--- src/rtl/pc_gen_pkg.sv ---
// pc_gen_pkg: shared definitions for the fetch-address generator.
//   state_e         BOOT/RUN state encoding
//   DefaultResetPc  default first fetch address
//   align_offset    lane offset of a PC inside its fetch group
//   lane_mask       valid-lane mask for a given offset and group width
// Optional feature macro used by the block: PC_GEN_RAS_EN.
package pc_gen_pkg;

  typedef enum logic [0:0] {
    StBoot,
    StRun
  } state_e;

  localparam int unsigned DefaultResetPc = 0;

  // Fetch groups are at most 8 wide, so only the low three PC bits matter.
  function automatic logic [2:0] align_offset(input logic [2:0] pc_low,
                                              input int unsigned fetch_width);
    return pc_low & 3'(fetch_width - 1);
  endfunction

  // Bits offset..fetch_width-1 set; bits at or above fetch_width are zero.
  function automatic logic [7:0] lane_mask(input logic [2:0] offset,
                                           input int unsigned fetch_width);
    logic [7:0] mask;
    mask = '0;
    for (int unsigned k = 0; k < 8; k++) begin
      mask[k] = (k < fetch_width) && (k >= 32'(offset));
    end
    return mask;
  endfunction

endpackage

--- src/rtl/pc_ras.sv ---
// pc_ras: circular return-address stack.
// Ports:
//   clk, reset       clock, asynchronous active-low reset
//   push_i           push push_addr_i (overwrites the oldest entry when full)
//   push_addr_i      return address to push
//   pop_i            pop the top entry (no-op on the stack when empty)
//   top_o            current top entry, RESET_PC when empty
//   empty_o          stack holds no entries
// push_i and pop_i together replace the top entry and leave the count unchanged.
module pc_ras #(
  parameter int unsigned       ADDR     = 32,
  parameter int unsigned       DEPTH    = 4,
  parameter logic [ADDR-1:0]   RESET_PC = '0
) (
  input  logic            clk,
  input  logic            reset,
  input  logic            push_i,
  input  logic [ADDR-1:0] push_addr_i,
  input  logic            pop_i,
  output logic [ADDR-1:0] top_o,
  output logic            empty_o
);

  localparam int unsigned PtrW = (DEPTH > 1) ? $clog2(DEPTH) : 1;
  localparam int unsigned CntW = $clog2(DEPTH + 1);

  logic [ADDR-1:0] mem_q [DEPTH];
  logic [PtrW-1:0] ptr_q;  // next free slot
  logic [CntW-1:0] cnt_q;
  logic [PtrW-1:0] top_idx;
  logic [PtrW-1:0] ptr_inc;

  always_comb begin
    top_idx = (ptr_q == '0) ? PtrW'(DEPTH - 1) : ptr_q - PtrW'(1);
    ptr_inc = (ptr_q == PtrW'(DEPTH - 1)) ? '0 : ptr_q + PtrW'(1);
  end

  assign empty_o = (cnt_q == '0);
  assign top_o   = empty_o ? RESET_PC : mem_q[top_idx];

  // Storage needs no reset: entries are only visible through a non-zero count.
  always_ff @(posedge clk) begin
    if (push_i) begin
      if (pop_i) begin
        if (!empty_o) mem_q[top_idx] <= push_addr_i;
      end else begin
        mem_q[ptr_q] <= push_addr_i;
      end
    end
  end

  always_ff @(posedge clk or negedge reset) begin
    if (!reset) begin
      ptr_q <= '0;
      cnt_q <= '0;
    end else if (push_i && !pop_i) begin
      ptr_q <= ptr_inc;
      if (cnt_q != CntW'(DEPTH)) cnt_q <= cnt_q + CntW'(1);
    end else if (pop_i && !push_i && !empty_o) begin
      ptr_q <= top_idx;
      cnt_q <= cnt_q - CntW'(1);
    end
  end

endmodule

--- src/rtl/pc_gen.sv ---
// pc_gen: fetch-group address generator with redirect epochs.
// Ports:
//   clk, reset        clock, asynchronous active-low reset
//   pc_ready_i        consumer accepts the current group
//   pc_valid_o        pc_o/lane_mask_o/epoch_o valid
//   pc_o              address of the first valid lane
//   lane_mask_o       bit k set = lane (aligned base + k) valid
//   epoch_o           redirect epoch of the current group
//   branch_i/_addr_i  execute redirect (highest priority)
//   pred_i/_addr_i    decode predicted-taken redirect
//   call_i, call_ret_addr_i, ret_i   return-address stack controls
//   ras_empty_o       return-address stack empty
// Macro PC_GEN_RAS_EN enables the return-address stack; without it call_i/ret_i
// are ignored and ras_empty_o is tied high.
module pc_gen
  import pc_gen_pkg::*;
#(
  parameter int unsigned     ADDR        = 32,
  parameter int unsigned     FETCH_WIDTH = 2,
  parameter logic [ADDR-1:0] RESET_PC    = ADDR'(DefaultResetPc),
  parameter int unsigned     EPOCH_W     = 2,
  parameter int unsigned     RAS_DEPTH   = 4
) (
  input  logic                   clk,
  input  logic                   reset,
  input  logic                   pc_ready_i,
  output logic                   pc_valid_o,
  output logic [ADDR-1:0]        pc_o,
  output logic [FETCH_WIDTH-1:0] lane_mask_o,
  output logic [EPOCH_W-1:0]     epoch_o,
  input  logic                   branch_i,
  input  logic [ADDR-1:0]        branch_addr_i,
  input  logic                   pred_i,
  input  logic [ADDR-1:0]        pred_addr_i,
  input  logic                   call_i,
  input  logic [ADDR-1:0]        call_ret_addr_i,
  input  logic                   ret_i,
  output logic                   ras_empty_o
);

  localparam logic [ADDR-1:0] LaneBits = ADDR'(FETCH_WIDTH - 1);

  state_e              state_q;
  logic                valid_q;
  logic [ADDR-1:0]     pc_q;
  logic [EPOCH_W-1:0]  epoch_q;

  logic [ADDR-1:0]     base;
  logic [7:0]          lane_bits;
  logic                run;
  logic                redirect;
  logic [ADDR-1:0]     redirect_pc;
  logic                ras_redirect;
  logic [ADDR-1:0]     ras_top;

  assign run       = (state_q == StRun);
  assign base      = pc_q & ~LaneBits;
  assign lane_bits = lane_mask(align_offset(pc_q[2:0], FETCH_WIDTH), FETCH_WIDTH);

  assign pc_valid_o  = valid_q;
  assign pc_o        = pc_q;
  assign epoch_o     = epoch_q;
  assign lane_mask_o = FETCH_WIDTH'(lane_bits);

`ifdef PC_GEN_RAS_EN
  logic ras_push;
  logic ras_pop;

  // A branch flush masks the stack entirely; BOOT never touches it.
  assign ras_push     = run && call_i && !branch_i;
  assign ras_pop      = run && ret_i && !branch_i;
  assign ras_redirect = ret_i;

  pc_ras #(
    .ADDR     (ADDR),
    .DEPTH    (RAS_DEPTH),
    .RESET_PC (RESET_PC)
  ) u_pc_ras (
    .clk         (clk),
    .reset       (reset),
    .push_i      (ras_push),
    .push_addr_i (call_ret_addr_i),
    .pop_i       (ras_pop),
    .top_o       (ras_top),
    .empty_o     (ras_empty_o)
  );
`else
  logic unused_ras;

  assign unused_ras   = ^{call_i, call_ret_addr_i, ret_i, RAS_DEPTH};
  assign ras_redirect = 1'b0;
  assign ras_top      = RESET_PC;
  assign ras_empty_o  = 1'b1;
`endif

  always_comb begin
    redirect    = 1'b0;
    redirect_pc = pc_q;
    if (branch_i) begin
      redirect    = 1'b1;
      redirect_pc = branch_addr_i;
    end else if (ras_redirect) begin
      redirect    = 1'b1;
      redirect_pc = ras_top;
    end else if (pred_i) begin
      redirect    = 1'b1;
      redirect_pc = pred_addr_i;
    end
  end

  always_ff @(posedge clk or negedge reset) begin
    if (!reset) begin
      state_q <= StBoot;
      valid_q <= 1'b0;
      pc_q    <= RESET_PC;
      epoch_q <= '0;
    end else begin
      unique case (state_q)
        StBoot: begin
          state_q <= StRun;
          valid_q <= 1'b1;
        end
        StRun: begin
          // A redirect supersedes the current group whether or not it was taken.
          if (redirect) begin
            pc_q    <= redirect_pc;
            epoch_q <= epoch_q + EPOCH_W'(1);
          end else if (pc_ready_i) begin
            pc_q <= base + ADDR'(FETCH_WIDTH);
          end
        end
        default: begin
          state_q <= StBoot;
          valid_q <= 1'b0;
        end
      endcase
    end
  end

endmodule

--- config.mk ---
export PLATFORM = sky130hd
export DESIGN_NAME = pc_gen
export DESIGN_NICKNAME = d
export VERILOG_FILES = /design/src/rtl/pc_gen_pkg.sv /design/src/rtl/pc_ras.sv /design/src/rtl/pc_gen.sv
export SDC_FILE = /design/constraint.sdc
export NUM_CORES = 1
export LEC_CHECK = 0
export CAP_MARGIN = 20
export CORE_AREA = 8 8 90 92
export CTS_CLUSTER_DIAMETER = 60
export CTS_CLUSTER_SIZE = 16
export DETAILED_ROUTE_END_ITERATION = 10
export DIE_AREA = 0 0 98 100
export HOLD_SLACK_MARGIN = 0.02
export PLACE_DENSITY_LB_ADDON = 0.2
export SLEW_MARGIN = 30
export SYNTH_ARGS = -nofsm -noshare
export SYNTH_HDL_FRONTEND = slang
export SYNTH_SLANG_ARGS = --single-unit
--- constraint.sdc ---
create_clock -name clk -period 2.4 [get_ports clk]
set_clock_uncertainty 0.2 [all_clocks]
set_input_delay 0.48 -clock clk [delete_from_list [all_inputs] [get_ports clk]]
set_output_delay 0.48 -clock clk [all_outputs]
set_load 0.05 [all_outputs]
==> results.md, run 1 <==
- Status: finished clean
- Drt via density: 5.886
- Area occupied by registers: 917.1 sq um
- Rows: 30
- RSZ-0062 raised after global routing: false
- CTS clk-pin slew, worst paths: 70 ps
- First-pass GRT wire length: 15930 um
- Core area: ~0.0066 sq mm
- First-pass DRT Iterations: 5
- Top_reg_cell synth: dfrtp_1
- Final setup violation count: 0
- Wire length on met3: between 600 and 700 um
- Die X-Extent: slightly below 100 um
- Sequential fraction of the synthesis area: 0.3482
- PwrDens: 602.9 mW/mm^2
- Clk sinks: 36
- Final count of pins violating max slew: 0
- WP data arrival: 1630 ps
- Post-synth EDFFs: 0
- Fin worst setup slack: about 86 ps
- Crit path buffers/inverters: 1
- Num ports: around 140
- Max Freq: around 430 MHz
- Power share of the sequential group: 0.358
- Max layer used: met4
- Setup Buffers After CTS: 0
- Diodes inserted: 0
- Synth top area share: 0.3482
- Syn. warnings: 0
- Post-route insts no fill: about 520
- Clock Latency Late Sink: 290 ps
- Critical Path Start: pc_o[22]$_DFFE_PN0P_
- DR WL/cell: around 18 um
- Reg2Reg Launch Point: pc_o[1]$_DFFE_PN0P_
- Number of DRC markers in iteration 0: about 210
- CP required: 1720 ps
- Synth top area cells: dfrtp_1 35%, o21ai_0 4.8%, nand2_1 4.4%
- PortBufs: 104
- Sw Ratio: 0.4259
- Final net count: 540
- GRT Overall Usage: 0.1963
- Via count: around 3000
- Hold slack: ~280 ps
- Routed wl met2: 4561 um
- Leading area contributor after synthesis: dfrtp_1
- Switch Pwr: about 0.0011 W
- Max H-tree Level: 2
- DP Worst Slack: -134.8 ps
- Design Area, Final: 0.004094 sq mm
- Post-cts sizing count: 0
- Placed Instances: 508
- Synth unique cells: 56
- Die ar.: slightly below 0.01 sq mm
- Asr flop ratio synth: 1.000
- Final hold violations: 0
- Area grow syn2layout: 58.22%
- Gate Count Post-Synth: 310
- Die Ht: approximately 100 um
- Max_slew headroom: 0.6334
- Initial antenna violation count: 0
- Cell Int Power: 0.001417 W
- Share of layout cells above drive strength 1: 0.1670
- CP cell instances: clkdlybuf4s50_1
- Worst VDD drop: roughly 700 uV
- Crit end category: output pin
- Post-route clock period utilization: 0.9640
- Hold buffer count at CTS: 1
- Met1 Wirelength: 4122 um
- Max clock buf depth: 2
- # DRC: 0
- Critical Path Fanout Max: 8
- Syn_area_per_cell: 8.347 sq um
- Combinational share of power: 0.456
- Pin count of the biggest net entering global routing: 28
- Root buffer cell: clkbuf_8
- Starting Density: 0.3895
- Synth Cell Area: between 0.002 and 0.003 sq mm
- Filler instances: 611
- Hold_sp: pc_valid_o$_DFFE_PN0N_
- Num CTS Buffers: 5
- Lkg Pwr: 1.586 nW
- Routed WL: approximately 9400 um
- Final ANT Viol Nets: 0
- Slowest stage delay, CP: 860 ps
- Placed Area: between 0.003 and 0.004 sq mm
- Power share of the clock group: 0.187
- Final Critical Period: ~2300 ps
- Max_cap viols: 0
- Pwr Total: 0.002468 W
- Delay-heaviest family, CP: buffers and inverters
- Vias in the first global route: 3187
- DP Wirelength: 7345 um
- Total congestion overflow: 0
- Yosys reg bits: 36
- Crit-path slowest cell: clkdlybuf4s50_1
- HP Class: reg2reg
- Least-Margin Pin Slew: 548.2 ps
- CP Launch Type: flop
- CTS tree: yes
- Final Wtd Congestion: 0.8467
- Worst setup path category: reg2out
- Multi-input gate area: 0.001569 sq mm
==> kinds of logic (layout without fill, tap and decap cells) <==
kind of cell | after synthesis | in the layout | share of synthesized area
other | 1 | 3 | 0.001449
muxes | 8 | 8 | 0.03095
buffers and inverters | 38 | 163 | 0.05947
and+or+nand+nor | 115 | 115 | 0.2428
xor gates and xnor gates | 2 | 2 | 0.006771
DFF | 36 | 36 | 0.3482
adders and majority gates | 1 | 1 | 0.004835
AOI/OAI and AO/OA | 109 | 109 | 0.3056
==> per-layer routing <==
layer,vias up,global-route usage
met1,1464,0.2310
met2,115,0.3446
met4,0,0.04077
li1,1455,-
met3,9,0.05813
met5,-,0
==> power by group through the flow <==
stage | Combinational [W] | Sequential, W | Clock [W]
5_1_grt | 0.00120 | 0.000906 | 0.000490
2_1_floorplan | 0.000296 | 0.00122 | 0
6_report | 0.00112 | 0.000883 | 0.000461
3_5_place_dp | 0.00113 | 0.000890 | 0
4_1_cts | 0.00113 | 0.000880 | 0.000469
3_3_place_gp | 0.00111 | 0.000884 | 0
==> final timing paths <==
kind / slack [ps] / depth (start not counted) / end
max in group asynchronous: 1250 / 3 / pc_o[15]$_DFFE_PN0P_
min in group asynchronous: 470 / 3 / pc_o[30]$_DFFE_PN0P_
setup reg to reg: 120 / 5 / pc_o[25]$_DFFE_PN0P_
hold / removal: 280 / 1 / pc_valid_o$_DFFE_PN0N_
hold reg to reg: 280 / 1 / pc_valid_o$_DFFE_PN0N_
setup / recovery: 90 / 1 / pc_o[22]
==> synthesized netlist by cell type, types with 6 or more instances <==
cell type	number
nand3_1	13
nand2_1	30
a22o_1	12
nor2_1	13
a21oi_1	10
mux2i_1	8
inv_1	9
or3_1	9
nand4_1	7
clkbuf_1	23
o211ai_1	6
dfrtp_1	36
nor3_1	12
o21ai_0	25
a22oi_1	12
==> sequential cells by signal, indices dropped and copies added, names as in the netlist <==
| register | cells |
|---|---|
| epoch_o | 2 |
| pc_o | 32 |
| pc_valid_o | 1 |
| run | 1 |
==> through the flow <==
step                setup TNS, ps    util
finish                          0  0.6162
floorplan                       0       -
detailed placement         -680.5  0.6011
global route                    0  0.6162
CTS                             0  0.6162
global placement           -324.7  0.6011
==> layout by cell type, fill, tap and decap left out, types with 3 or more instances in the layout <==
master,netlist,routed
mux2i_1,8,8
dfrtp_2,0,13
nand4_1,7,7
nor2_1,13,13
o311ai_0,5,5
a31oi_1,4,4
or4_1,4,4
nor3_1,12,12
o22ai_1,5,5
a22o_1,12,12
a222oi_1,5,5
conb_1,1,3
dfrtp_1,36,23
buf_4,2,39
o211ai_1,6,6
a21oi_1,10,10
and4_1,3,3
nand2b_1,3,3
o21ai_0,25,25
nand2_1,30,30
clkbuf_8,0,6
nor4_1,4,4
a311o_1,4,4
buf_12,0,3
clkdlybuf4s50_1,0,101
inv_1,9,9
nand3_1,13,13
a22oi_1,12,12
or3_1,9,9
and3_1,5,5
==> layout make-up <==
class | count | area share
clock buffers | 8 | 0.02200
inverters | 9 | 0.008252
multi-input cells | 238 | 0.3833
flip-flops and latches | 36 | 0.2240
well taps | 80 | 0.02445
repair buffers | 146 | 0.3380
No activity file was read; power rests on OpenSTA's default activity.
==> run 2, diff against run 1 <==
- CTS_BUF_LIST: unset -> sky130_fd_sc_hd__clkbuf_8 sky130_fd_sc_hd__clkbuf_16
- TNS_END_PERCENT: unset -> 20
==> run 2 against run 1 <==
Die area is the same; flip-flop and latch count is the same; combinational power is essentially flat; critical endpoint is now pc_o[16]; highest routed layer unchanged.
==> results.md, run 2 (synthesis results as in run 1) <==
- R2R cell count: 5 (unchanged)
- Diodes inserted: 0 (unchanged)
- Area grow syn2layout: 58.22% (unchanged)
- Power share of the clock group: 0.184 (-0.003)
- GR peak layer: met2
- Crit path to: pc_o[16]
- Final count of pins violating max slew: 0 (unchanged)
- Power share of the sequential group: 0.359 (about the same)
- CTS clk-pin slew, worst paths: 70 ps (about the same)
- DP Wirelength: 7345 um (unchanged)
- Slack of the worst reg-to-reg path: 120 ps (about the same)
- Number of DRC markers in iteration 0: 208 (unchanged)
- Final hold violations: 0 (unchanged)
- Reg2Reg Launch Point: pc_o[1]$_DFFE_PN0P_
- Delay-heaviest family, CP: buffers and inverters
- Most common cell after layout, fill and taps aside: clkdlybuf4s50_1
- CP required: 1720 ps (about the same)
- Crit end category: output pin
- Root buffer cell: clkbuf_8
- Die Ht: 100 um (unchanged)
- Met3 usage: 0.05813 (unchanged)
- Critical Path Fanout Max: 8 (unchanged)
- Num ports: 141 (unchanged)
- GRT Overall Usage: 0.1963 (unchanged)
- Hold slack: 276.6 ps (unchanged)
- Final Critical Period: 2310 ps (-3.842 ps)
- Reg2Reg Capture Point: pc_o[25]$_DFFE_PN0P_
- Total congestion overflow: 0 (unchanged)
- RSZ-0062 raised after global routing: false
- PwrDens: 600.5 mW/mm^2 (-0.40%)
- Num CTS Buffers: 5 (unchanged)
- PortBufs: 104 (unchanged)
- Slowest stage delay, CP: 860 ps (about the same)
- Sw Ratio: 0.4271 (+0.001163)
- DR WL/cell: 18.24 um (about the same)
- CP Launch Type: flop
- Max H-tree Level: 2 (unchanged)
- First-pass DRT Iterations: 5 (unchanged)
- CP cell instances: clkdlybuf4s50_1
- Rows: 30 (unchanged)
- Post-cts sizing count: 0 (unchanged)
- Die X-Extent: 98 um (unchanged)
- Core Util, Final: 0.6162 (unchanged)
- Placed Area: 0.003994 sq mm (unchanged)
- Design Area, Final: 0.004094 sq mm (unchanged)
- Crit path buffers/inverters: 1 (unchanged)
- Vias in the first global route: 3187 (unchanged)
- WP data arrival: 1630 ps (about the same)
- Switch Pwr: 0.001050 W (-0.12%)
- Most frequent cells in the layout: 101 x clkdlybuf4s50_1, 39 x buf_4, 30 x nand2_1, 25 x o21ai_0, 23 x dfrtp_1
- Max clock buf depth: 2 (unchanged)
- Cell Int Power: 0.001408 W (-0.60%)
- Max_cap viols: 0 (unchanged)
- Final setup violation count: 0 (unchanged)
- Core area: 0.006644 sq mm (unchanged)
- Worst VDD drop: 704.5 uV (about the same)
- Die ar.: 0.009800 sq mm (unchanged)
- Drt via density: 5.925 (+0.66%)
- CTS tree: yes
- Via count: 3063 (+0.66%)
- Pin count of the biggest net entering global routing: 28 (unchanged)
- Least-Margin Pin Slew: 548.2 ps (unchanged)
- Clock Latency Late Sink: 290 ps (about the same)
- HP Class: reg2reg
- Critical Path Stages: 1 (unchanged)
- Post-route clock period utilization: 0.9624 (-0.001601)
- First-pass GRT wire length: 15930 um (unchanged)
- Worst hold path depth: 1 (unchanged)
- Critical Path Start: pc_o[16]$_DFFE_PN0P_
- Final ANT Viol Nets: 0 (unchanged)
- Max_slew headroom: 0.6334 (unchanged)
- Share of layout cells above drive strength 1: 0.1670 (unchanged)
- Combinational share of power: 0.457 (about the same)
- Crit-path slowest cell: clkdlybuf4s50_1
- Starting Density: 0.3895 (unchanged)
- Final net count: 540 (unchanged)
- Max FFs per register: 32 (unchanged)
- Max Freq: 433.0 MHz (+0.17%)
- Worst setup path category: reg2out
- GR Util met2: 0.3446 (unchanged)
- Final Wtd Congestion: 0.8467 (unchanged)
- Lkg Pwr: 1.594 nW (+0.52%)
- Initial antenna violation count: 0 (unchanged)
- Met1 GRT Util: 0.2310 (unchanged)
- Final setup TNS: 0 ps (unchanged)
- Routed WL: 9432 um (about the same)
- Clk sinks: 36 (unchanged)
- # DRC: 0 (unchanged)
- Status: finished clean
[run 2: worst min path at each step]
stage                                       from                     end  slack [ps]
after global routing      pc_valid_o$_DFFE_PN0N_  pc_valid_o$_DFFE_PN0N_         310
after detailed placement                   reset    pc_o[31]$_DFFE_PN0P_         250
final                     pc_valid_o$_DFFE_PN0N_  pc_valid_o$_DFFE_PN0N_         280
after CTS                 pc_valid_o$_DFFE_PN0N_  pc_valid_o$_DFFE_PN0N_         280
after floorplan                            reset  epoch_o[0]$_DFFE_PN0P_         -20
after global placement                     reset    pc_o[30]$_DFFE_PN0P_         250
[run 2: metrics by stage]
step	std cells	total power (W)	worst slack [ps]
6_report	517	0.002458	90.31
5_1_grt	517	0.002586	27.61
4_1_cts	517	0.002473	85.19
3_5_place_dp	508	0.002016	-134.8
3_3_place_gp	508	0.001998	-93.21
2_1_floorplan	312	0.001518	6.551
[run 2: layer usage]
| metal | part of all wire | wire length (um) |
|---|---|---|
| met1 | 0.43 | 4097 |
| met3 | 0.072 | 682 |
| met2 | 0.48 | 4574 |
| met5 | 0 | 0 |
| met4 | 0.0083 | 78 |
[run 2: power by group through the flow]
stage | Combinational, W | Clock [W] | Sequential (W)
final | 0.00112 | 0.000452 | 0.000882
after global routing | 0.00120 | 0.000482 | 0.000906
after CTS | 0.00113 | 0.000461 | 0.000880
after detailed placement | 0.00113 | 0 | 0.000890
after global placement | 0.00111 | 0 | 0.000884
after floorplan | 0.000296 | 0 | 0.00122
[run 2: cell type report]
| type | instances | area [sq um] |
|---|---|---|
| fillers | 611 | 2550 |
| multi-input cells | 238 | 1569 |
| repair buffers | 146 | 1384 |
| flip-flops and latches | 36 | 917.1 |
| well taps | 80 | 100.1 |
| clock buffers | 6 | 82.58 |
| inverters | 9 | 33.78 |
| clock inverters | 2 | 7.507 |
[run 2: timing repair]
action | CTS | global route
endpoints found under the hold margin | 36 | 0
setup buffers | 0 | 0
endpoints found under the setup margin | 0 | 0
hold buffers | 1 | 0
